==> src/rtl/sprite_pkg.sv <==
// sprite_pkg -- shared types and defaults for the sprite object table.
//   DEF_*          default values for the sprite_table parameters
//   OBJ_*_MAX      storage widths of obj_t fields; COORD_W must not exceed
//                  OBJ_COORD_MAX and SIZE_W must not exceed OBJ_SIZE_MAX
//   obj_t          one object slot: visible, mirror, top-left corner, size
//   ext_t          coordinate width plus one carry bit for end-of-span sums
package sprite_pkg;

  localparam int unsigned DEF_N_OBJ   = 8;
  localparam int unsigned DEF_COORD_W = 10;
  localparam int unsigned DEF_SIZE_W  = 6;

  localparam int unsigned OBJ_COORD_MAX = 16;
  localparam int unsigned OBJ_SIZE_MAX  = 12;
  localparam int unsigned EXT_W         = OBJ_COORD_MAX + 1;

  typedef struct packed {
    logic                     vis;
    logic                     dir;
    logic [OBJ_COORD_MAX-1:0] x;
    logic [OBJ_COORD_MAX-1:0] y;
    logic [OBJ_SIZE_MAX-1:0]  w;
    logic [OBJ_SIZE_MAX-1:0]  h;
  } obj_t;

  typedef logic [EXT_W-1:0] ext_t;

  localparam obj_t OBJ_CLEAR = '0;

endpackage

==> src/rtl/sprite_table_if.sv <==
// sprite_table_if -- bus between a sprite table and its host/video timing.
//   master : drives slot writes (wr_*), vsync and the pixel position (vgaX/vgaY);
//            receives hit, hit_idx, off_x, off_y, pending, coll_mask
//   slave  : the sprite_table side of the same signals
interface sprite_table_if
  import sprite_pkg::*;
#(
  parameter int unsigned N_OBJ   = DEF_N_OBJ,
  parameter int unsigned COORD_W = DEF_COORD_W,
  parameter int unsigned SIZE_W  = DEF_SIZE_W
);

  localparam int unsigned IDX_W = $clog2(N_OBJ);

  logic               wr_valid;
  logic [IDX_W-1:0]   wr_obj;
  logic               wr_vis;
  logic               wr_dir;
  logic [COORD_W-1:0] wr_x;
  logic [COORD_W-1:0] wr_y;
  logic [SIZE_W-1:0]  wr_w;
  logic [SIZE_W-1:0]  wr_h;

  logic               vsync;
  logic [COORD_W-1:0] vgaX;
  logic [COORD_W-1:0] vgaY;

  logic               hit;
  logic [IDX_W-1:0]   hit_idx;
  logic [SIZE_W-1:0]  off_x;
  logic [SIZE_W-1:0]  off_y;
  logic               pending;
  logic [N_OBJ-1:0]   coll_mask;

  modport master (
    output wr_valid, wr_obj, wr_vis, wr_dir, wr_x, wr_y, wr_w, wr_h,
    output vsync, vgaX, vgaY,
    input  hit, hit_idx, off_x, off_y, pending, coll_mask
  );

  modport slave (
    input  wr_valid, wr_obj, wr_vis, wr_dir, wr_x, wr_y, wr_w, wr_h,
    input  vsync, vgaX, vgaY,
    output hit, hit_idx, off_x, off_y, pending, coll_mask
  );

endinterface

==> src/rtl/sprite_prio_enc.sv <==
// sprite_prio_enc -- N-input priority encoder, lowest index wins.
//   req_i   : request vector
//   valid_o : at least one request set
//   idx_o   : index of lowest set request (0 when none)
module sprite_prio_enc #(
  parameter int unsigned N = 8
) (
  input  logic [N-1:0]         req_i,
  output logic                 valid_o,
  output logic [$clog2(N)-1:0] idx_o
);

  localparam int unsigned IDX_W = $clog2(N);

  logic found;

  always_comb begin
    found = 1'b0;
    idx_o = '0;
    for (int unsigned i = 0; i < N; i++) begin
      if (req_i[i] && !found) begin
        found = 1'b1;
        idx_o = IDX_W'(i);
      end
    end
    valid_o = found;
  end

endmodule

==> src/rtl/sprite_table.sv <==
// sprite_table -- double-buffered sprite object table with per-pixel lookup.
//   Clk   : system clock, rising edge
//   Reset : synchronous, active high
//   bus   : sprite_table_if.slave
//     wr_valid/wr_obj/wr_vis/wr_dir/wr_x/wr_y/wr_w/wr_h : shadow slot write
//     vsync (active low) : falling edge of registered vsync commits shadow -> active
//     vgaX/vgaY          : pixel position, looked up with 2-cycle latency
//     hit/hit_idx/off_x/off_y : lowest-index covering object and pixel offset
//     pending   : shadow holds writes not yet committed
//     coll_mask : per-object overlap flags latched at commit
// Optional feature: define SPRITE_COLLIDE_EN to build the overlap accumulator;
// otherwise coll_mask is tied to zero.
module sprite_table
  import sprite_pkg::*;
#(
  parameter int unsigned N_OBJ   = DEF_N_OBJ,
  parameter int unsigned COORD_W = DEF_COORD_W,
  parameter int unsigned SIZE_W  = DEF_SIZE_W
) (
  input  logic         Clk,
  input  logic         Reset,
  sprite_table_if.slave bus
);

  localparam int unsigned IDX_W = $clog2(N_OBJ);

  // ---------------------------------------------------------------------
  // Shadow / active tables, vsync edge detect, pending flag
  // ---------------------------------------------------------------------
  obj_t shadow_q [N_OBJ];
  obj_t act_q    [N_OBJ];
  obj_t wr_ent;

  logic vs_q, vs_hist_q;
  logic commit;
  logic wr_accept;
  logic pending_q, pending_d;

  assign commit    = vs_hist_q & ~vs_q;
  assign wr_accept = bus.wr_valid && (32'(bus.wr_obj) < N_OBJ);

  always_comb begin
    wr_ent     = OBJ_CLEAR;
    wr_ent.vis = bus.wr_vis;
    wr_ent.dir = bus.wr_dir;
    wr_ent.x   = OBJ_COORD_MAX'(bus.wr_x);
    wr_ent.y   = OBJ_COORD_MAX'(bus.wr_y);
    wr_ent.w   = OBJ_SIZE_MAX'(bus.wr_w);
    wr_ent.h   = OBJ_SIZE_MAX'(bus.wr_h);
  end

  always_comb begin
    pending_d = pending_q;
    if (wr_accept) begin
      pending_d = 1'b1;
    end else if (commit) begin
      pending_d = 1'b0;
    end
  end

  // The commit copies the registered shadow, so a write accepted in the
  // commit cycle lands in shadow only and waits for the next commit.
  always_ff @(posedge Clk) begin
    if (Reset) begin
      for (int unsigned i = 0; i < N_OBJ; i++) begin
        shadow_q[i] <= OBJ_CLEAR;
        act_q[i]    <= OBJ_CLEAR;
      end
      vs_q      <= 1'b1;
      vs_hist_q <= 1'b1;
      pending_q <= 1'b0;
    end else begin
      vs_q      <= bus.vsync;
      vs_hist_q <= vs_q;
      pending_q <= pending_d;
      if (commit) begin
        for (int unsigned i = 0; i < N_OBJ; i++) begin
          act_q[i] <= shadow_q[i];
        end
      end
      if (wr_accept) begin
        shadow_q[bus.wr_obj] <= wr_ent;
      end
    end
  end

  // ---------------------------------------------------------------------
  // Stage 1: parallel compare against the active table
  // ---------------------------------------------------------------------
  ext_t              px, py;
  logic [N_OBJ-1:0]  cover_d, cover_q;
  logic [SIZE_W-1:0] offx_d [N_OBJ];
  logic [SIZE_W-1:0] offy_d [N_OBJ];
  logic [SIZE_W-1:0] offx_s1_q [N_OBJ];
  logic [SIZE_W-1:0] offy_s1_q [N_OBJ];

  // Spans are compared one bit wider than the coordinate so x+w never wraps;
  // a zero width or height gives an empty span and can never cover.
  always_comb begin
    px      = ext_t'(bus.vgaX);
    py      = ext_t'(bus.vgaY);
    cover_d = '0;
    for (int unsigned i = 0; i < N_OBJ; i++) begin
      cover_d[i] = act_q[i].vis
                && (px >= ext_t'(act_q[i].x))
                && (px <  ext_t'(act_q[i].x) + ext_t'(act_q[i].w))
                && (py >= ext_t'(act_q[i].y))
                && (py <  ext_t'(act_q[i].y) + ext_t'(act_q[i].h));
      offx_d[i]  = act_q[i].dir
                 ? SIZE_W'(ext_t'(act_q[i].w) - ext_t'(1) - (px - ext_t'(act_q[i].x)))
                 : SIZE_W'(px - ext_t'(act_q[i].x));
      offy_d[i]  = SIZE_W'(py - ext_t'(act_q[i].y));
    end
  end

  always_ff @(posedge Clk) begin
    if (Reset) begin
      cover_q <= '0;
      for (int unsigned i = 0; i < N_OBJ; i++) begin
        offx_s1_q[i] <= '0;
        offy_s1_q[i] <= '0;
      end
    end else begin
      cover_q <= cover_d;
      for (int unsigned i = 0; i < N_OBJ; i++) begin
        offx_s1_q[i] <= offx_d[i];
        offy_s1_q[i] <= offy_d[i];
      end
    end
  end

  // ---------------------------------------------------------------------
  // Stage 2: priority select
  // ---------------------------------------------------------------------
  logic              sel_valid;
  logic [IDX_W-1:0]  sel_idx;
  logic              hit_q;
  logic [IDX_W-1:0]  idx_q;
  logic [SIZE_W-1:0] offx_q, offy_q;

  sprite_prio_enc #(
    .N (N_OBJ)
  ) u_prio (
    .req_i   (cover_q),
    .valid_o (sel_valid),
    .idx_o   (sel_idx)
  );

  always_ff @(posedge Clk) begin
    if (Reset) begin
      hit_q  <= 1'b0;
      idx_q  <= '0;
      offx_q <= '0;
      offy_q <= '0;
    end else begin
      hit_q  <= sel_valid;
      idx_q  <= sel_valid ? sel_idx : '0;
      offx_q <= sel_valid ? offx_s1_q[sel_idx] : '0;
      offy_q <= sel_valid ? offy_s1_q[sel_idx] : '0;
    end
  end

  assign bus.hit     = hit_q;
  assign bus.hit_idx = idx_q;
  assign bus.off_x   = offx_q;
  assign bus.off_y   = offy_q;
  assign bus.pending = pending_q;

  // ---------------------------------------------------------------------
  // Collision accumulator
  // ---------------------------------------------------------------------
`ifdef SPRITE_COLLIDE_EN
  logic [N_OBJ-1:0] acc_q, acc_d, coll_q;
  logic             multi;

  // More than one bit set: clearing the lowest set bit leaves something.
  always_comb begin
    multi = |(cover_q & (cover_q - N_OBJ'(1)));
    acc_d = acc_q | (multi ? cover_q : '0);
  end

  // The mask loads the accumulator including this cycle's overlaps.
  always_ff @(posedge Clk) begin
    if (Reset) begin
      acc_q  <= '0;
      coll_q <= '0;
    end else if (commit) begin
      coll_q <= acc_d;
      acc_q  <= '0;
    end else begin
      acc_q  <= acc_d;
    end
  end

  assign bus.coll_mask = coll_q;
`else
  assign bus.coll_mask = '0;
`endif

endmodule

==> src/flat_wrapper.sv <==
// flat-port wrapper written by rule: the top's interface ports become plain ports
module sprite_table_flat import sprite_pkg::*;
#(
  parameter int unsigned N_OBJ   = DEF_N_OBJ,
  parameter int unsigned COORD_W = DEF_COORD_W,
  parameter int unsigned SIZE_W  = DEF_SIZE_W
)
  (Clk, Reset, bus_wr_valid, bus_wr_obj, bus_wr_vis, bus_wr_dir, bus_wr_x, bus_wr_y, bus_wr_w, bus_wr_h, bus_vsync, bus_vgaX, bus_vgaY, bus_hit, bus_hit_idx, bus_off_x, bus_off_y, bus_pending, bus_coll_mask);
  sprite_table_if #(.N_OBJ(N_OBJ), .COORD_W(COORD_W), .SIZE_W(SIZE_W)) bus_i ();
  input  logic Clk;
  input  logic Reset;
  input wire logic [$bits(bus_i.wr_valid)-1:0] bus_wr_valid;
  input wire logic [$bits(bus_i.wr_obj)-1:0] bus_wr_obj;
  input wire logic [$bits(bus_i.wr_vis)-1:0] bus_wr_vis;
  input wire logic [$bits(bus_i.wr_dir)-1:0] bus_wr_dir;
  input wire logic [$bits(bus_i.wr_x)-1:0] bus_wr_x;
  input wire logic [$bits(bus_i.wr_y)-1:0] bus_wr_y;
  input wire logic [$bits(bus_i.wr_w)-1:0] bus_wr_w;
  input wire logic [$bits(bus_i.wr_h)-1:0] bus_wr_h;
  input wire logic [$bits(bus_i.vsync)-1:0] bus_vsync;
  input wire logic [$bits(bus_i.vgaX)-1:0] bus_vgaX;
  input wire logic [$bits(bus_i.vgaY)-1:0] bus_vgaY;
  output wire logic [$bits(bus_i.hit)-1:0] bus_hit;
  output wire logic [$bits(bus_i.hit_idx)-1:0] bus_hit_idx;
  output wire logic [$bits(bus_i.off_x)-1:0] bus_off_x;
  output wire logic [$bits(bus_i.off_y)-1:0] bus_off_y;
  output wire logic [$bits(bus_i.pending)-1:0] bus_pending;
  output wire logic [$bits(bus_i.coll_mask)-1:0] bus_coll_mask;
  assign bus_i.wr_valid = bus_wr_valid;
  assign bus_i.wr_obj = bus_wr_obj;
  assign bus_i.wr_vis = bus_wr_vis;
  assign bus_i.wr_dir = bus_wr_dir;
  assign bus_i.wr_x = bus_wr_x;
  assign bus_i.wr_y = bus_wr_y;
  assign bus_i.wr_w = bus_wr_w;
  assign bus_i.wr_h = bus_wr_h;
  assign bus_i.vsync = bus_vsync;
  assign bus_i.vgaX = bus_vgaX;
  assign bus_i.vgaY = bus_vgaY;
  assign bus_hit = bus_i.hit;
  assign bus_hit_idx = bus_i.hit_idx;
  assign bus_off_x = bus_i.off_x;
  assign bus_off_y = bus_i.off_y;
  assign bus_pending = bus_i.pending;
  assign bus_coll_mask = bus_i.coll_mask;
  sprite_table #(.N_OBJ(N_OBJ), .COORD_W(COORD_W), .SIZE_W(SIZE_W)) u_core (.Clk(Clk), .Reset(Reset), .bus(bus_i));
endmodule
==> config.mk <==
export PLATFORM = sky130hd
export DESIGN_NAME = sprite_table_flat
export DESIGN_NICKNAME = d
export VERILOG_FILES = /design/src/rtl/sprite_pkg.sv /design/src/rtl/sprite_table_if.sv /design/src/rtl/sprite_prio_enc.sv /design/src/rtl/sprite_table.sv /design/src/flat_wrapper.sv
export SDC_FILE = /design/constraint.sdc
export NUM_CORES = 1
export LEC_CHECK = 0
export BUFFER_PORTS_ARGS = -buffer_cell sky130_fd_sc_hd__buf_2
export CORE_UTILIZATION = 36
export DETAILED_ROUTE_END_ITERATION = 10
export GPL_ROUTABILITY_DRIVEN = 0
export SYNTH_ARGS = -nofsm -noshare
export SYNTH_HDL_FRONTEND = slang
export SYNTH_SLANG_ARGS = --single-unit
==> constraint.sdc <==
create_clock -name Clk -period 6.8 [get_ports Clk]
set_input_delay 0.34 -clock Clk [delete_from_list [all_inputs] [get_ports Clk]]
set_output_delay 0.34 -clock Clk [all_outputs]
set_load 0.1 [all_outputs]
==> flow_metrics.py <==
metrics = {
    "yosys": {
        "synth_compound_area_share_pct": 10.4,
        "yosys.area.top_type_share_pct": 41.7,
        "synthFlopType": "edfxtp_1",
        "synthSimpleGateAreaFrac_pct": 15.8,
        "synth_top_family_by_area": "adder cells",
        "synth_cell_type_count": 80,
        "syn_inst": 3447,
        "yosysSeqAreaShare_pct": 48.0,
        "netlist_area_sq_um": 39200,
        "synth_area_leader_cell": "edfxtp_1",
        "yosys_warnings": 0,
        "async_reset_ff_share_pct": 0,
        "synth.area.mux_share_pct": 2.16,
        "ys_ff_latch": 667,
        "synth_edf_count": 544,
        "synthTopCellsByArea": "edfxtp_1 (42%), ha_1 (14%), and2_1 (7.7%), dfxtp_1 (6.3%), xnor2_1 (3.0%)",
        "syn_avg_cell_area_sq_um": 11.4,
        "synth-xor-area-share_pct": 3.98,
        "synth_fa_ha_area_share_pct": 16.1,
    },
    "critical_path": {
        "r2r-start": "u_core.act_q[1][82]",
        "required_ns": 7.31,
        "path_buf_inv": 0,
        "end_kind": "flop",
        "arrival_ns": 4.29,
        "path_cells": "ha_1 -> fa_1 -> a211oi_1 -> o21bai_1 -> a21oi_1 -> nor2_1 -> xnor2_1 -> ha_1 -> a21oi_1 -> o211ai_1 -> a31oi_1 -> o2111ai_1 -> nor4b_1",
        "path_delay_family": "compound AO/OA/AOI/OAI gates",
        "ff2ff_path_depth": 13,
        "slowest_delay_ns": 0.43,
        "cp_max_fo": 3,
        "worst-r2r-setup-slack_ns": 3.02,
        "criticalPathCategory": "flop to flop",
        "crit_slowest_cell": "fa_1",
        "cp-start-kind": "flop",
        "r2r-end": "u_core.cover_q[5]",
    },
    "clock_network": {
        "cts_max_level": 3,
        "cts_buffers": 71,
        "cts_tree": "built",
        "numClockSinks": 667,
        "cts-root-buf": "clkbuf_16",
        "cts.clk_slew.worst_paths_ns": 0.06,
        "post_cts_buffers": 0,
        "cts_buffer_depth": 3,
        "clk_latency_ns": 0.63,
        "post_cts_resize_count": 0,
    },
    "timing": {
        "tns_ns": 0,
        "max_slew_margin_pct": 24.4,
        "rsz0062_at_grt": "false",
        "period_needed_ns": 3.78,
        "slew_viol_final": 0,
        "finClkSkew_ns": 0.0269,
        "post-route-period-util_pct": 55.6,
        "worst_slew_pin_slew_ns": 1.13,
        "setup_violations": 0,
        "finalHoldViolations": 0,
        "max_freq_mhz": 264,
    },
    "floorplan": {
        "fp-row-count": 120,
        "start_util_pct": 36.4,
        "ios": 86,
        "fp.coreArea_sq_um": 108000,
        "die-area_sq_um": 110000,
        "die-height_um": 332,
        "die_width_um": 332,
    },
    "placement": {
        "io_buffers": 77,
        "dp_hpwl_um": 68200,
    },
    "finish": {
        "drive_above_1_share_pct": 7.03,
        "final_util_pct": 40.6,
        "area_growth_pct": 11.5,
        "mostFrequentLayoutCells": "edfxtp_1 (544), and2_1 (483), ha_1 (440)",
        "final_common_cell": "edfxtp_1",
        "final_nets": 4079,
    },
    "route": {
        "viasPerCell": 5.06,
        "drt_iter0_markers": 1723,
        "ant_nets": 0,
        "via_count": 25303,
        "drtPass1Iterations": 5,
        "wl_per_cell_um": 19.9,
        "wl_um": 99700,
        "drc": 0,
    },
    "global_route": {
        "antenna_found_initial": 15,
        "grt_usage_pct": 18.1,
        "grt_max_degree": 161,
        "grt_pass1_wl_um": 150000,
        "grt_overflow": 0,
        "grt_pass1_vias": 24704,
    },
    "hold_path": {
        "hold_class": "primary input to flop",
        "hold_end": "u_core.shadow_q[1][33]",
        "holdPathStages": 2,
        "worstHoldStart": "bus_wr_vis",
    },
    "run": {
        "maxCapViolations": 0,
    },
    "power": {
        "powerDensity_nw_per_um2": 253,
        "cellLeakagePower_nw": 18.0,
        "vdd_ir_drop_max_mv": 0.146,
    },
    "status": {
        "status": "finished, final reports clean",
    },
}
where the power goes:
group          internal (mW)  total [mW]  switching (mW)
Clock                   2.36        4.00            1.64
Combinational          0.884        2.16            1.27
Sequential              4.75        4.90           0.149
Total                   7.99        11.1            3.06
Yosys cell counts, drive strengths merged (12+ instances only):
cell / number
o21bai: 20
nor3: 52
a21o: 80
fa: 40
a21oi: 161
a22o: 14
o21ai: 125
nand3: 22
clkbuf: 68
edfxtp: 544
xor2: 43
nand2b: 51
a211oi: 23
nor4: 13
buf: 25
and2: 483
a31oi: 21
nor2: 180
mux2: 16
ha: 440
o211ai: 18
mux4: 12
o2111ai: 15
o21a: 40
nand4: 32
dfxtp: 123
mux2i: 36
nand2: 88
nor2b: 133
a2111oi: 13
inv: 253
xnor2: 135
flip-flops by register name (all words and copies together), names as in the netlist, 3 cells and up:
name / cells
u_core.shadow_q: 272
u_core.cover_q: 8
u_core.offy_s1_q: 48
u_core.bus.hit_idx: 3
u_core.act_q: 272
u_core.bus.off_x: 6
u_core.bus.off_y: 6
u_core.offx_s1_q: 48
area by class of cell:
class / count / area (sq um)
Antenna cell: 4 / 10.0
Clock buffer: 100 / 2100
Clock inverter: 32 / 303
Fill cell: 10184 / 63800
Inverter: 253 / 950
Multi-Input combinational cell: 2441 / 19100
Sequential cell: 667 / 18800
Tap cell: 1403 / 1760
Timing Repair Buffer: 104 / 614
cell families after synthesis:
group           after synthesis
fa+ha+maj                   480
flops                       667
buf+inv                     346
simple gates               1096
compound gates              615
mux                          64
other cells                   1
xor+xnor                    178
per-stage QoR:
step	hold slack (ns)	std cells	worst slack, ns	area, sq um	total power, mW
2_1_floorplan	0.408	3454	2.18	39200	6.52
3_3_place_gp	0.431	4865	2.80	41200	7.11
3_5_place_dp	0.445	4865	2.75	41200	7.14
4_1_cts	0.170	5000	2.98	43600	11.2
5_1_grt	0.197	5000	2.85	43600	11.6
6_report	0.212	5004	3.02	43700	11.1
what timing repair did:
action	in CTS	in global routing
endpoints found under the setup margin	0	0
endpoints found under the hold margin	3	0
hold buffers	3	0
layer usage:
metal	global-route usage (%)	vias up	part of all wire, %
met5	0	-	0
met4	5.21	0	2.2
li1	-	12536	-
met2	30.8	501	48
met3	1.86	109	4.7
met1	24.3	12157	45
how the worst max path moves through the flow:
| stage | from | cells after the start | to |
|---|---|---|---|
| after CTS | u_core.act_q[1][82] | 13 | u_core.cover_q[5] |
| after global routing | u_core.act_q[1][140] | 15 | u_core.cover_q[6] |
| after global placement | bus_vgaY[1] | 9 | u_core.cover_q[5] |
| after floorplan | Reset | 3 | u_core.act_q[0][0] |
| after detailed placement | bus_vgaY[1] | 9 | u_core.cover_q[5] |
| final | u_core.act_q[1][82] | 13 | u_core.cover_q[5] |
Power figures use the tool's default switching activity.
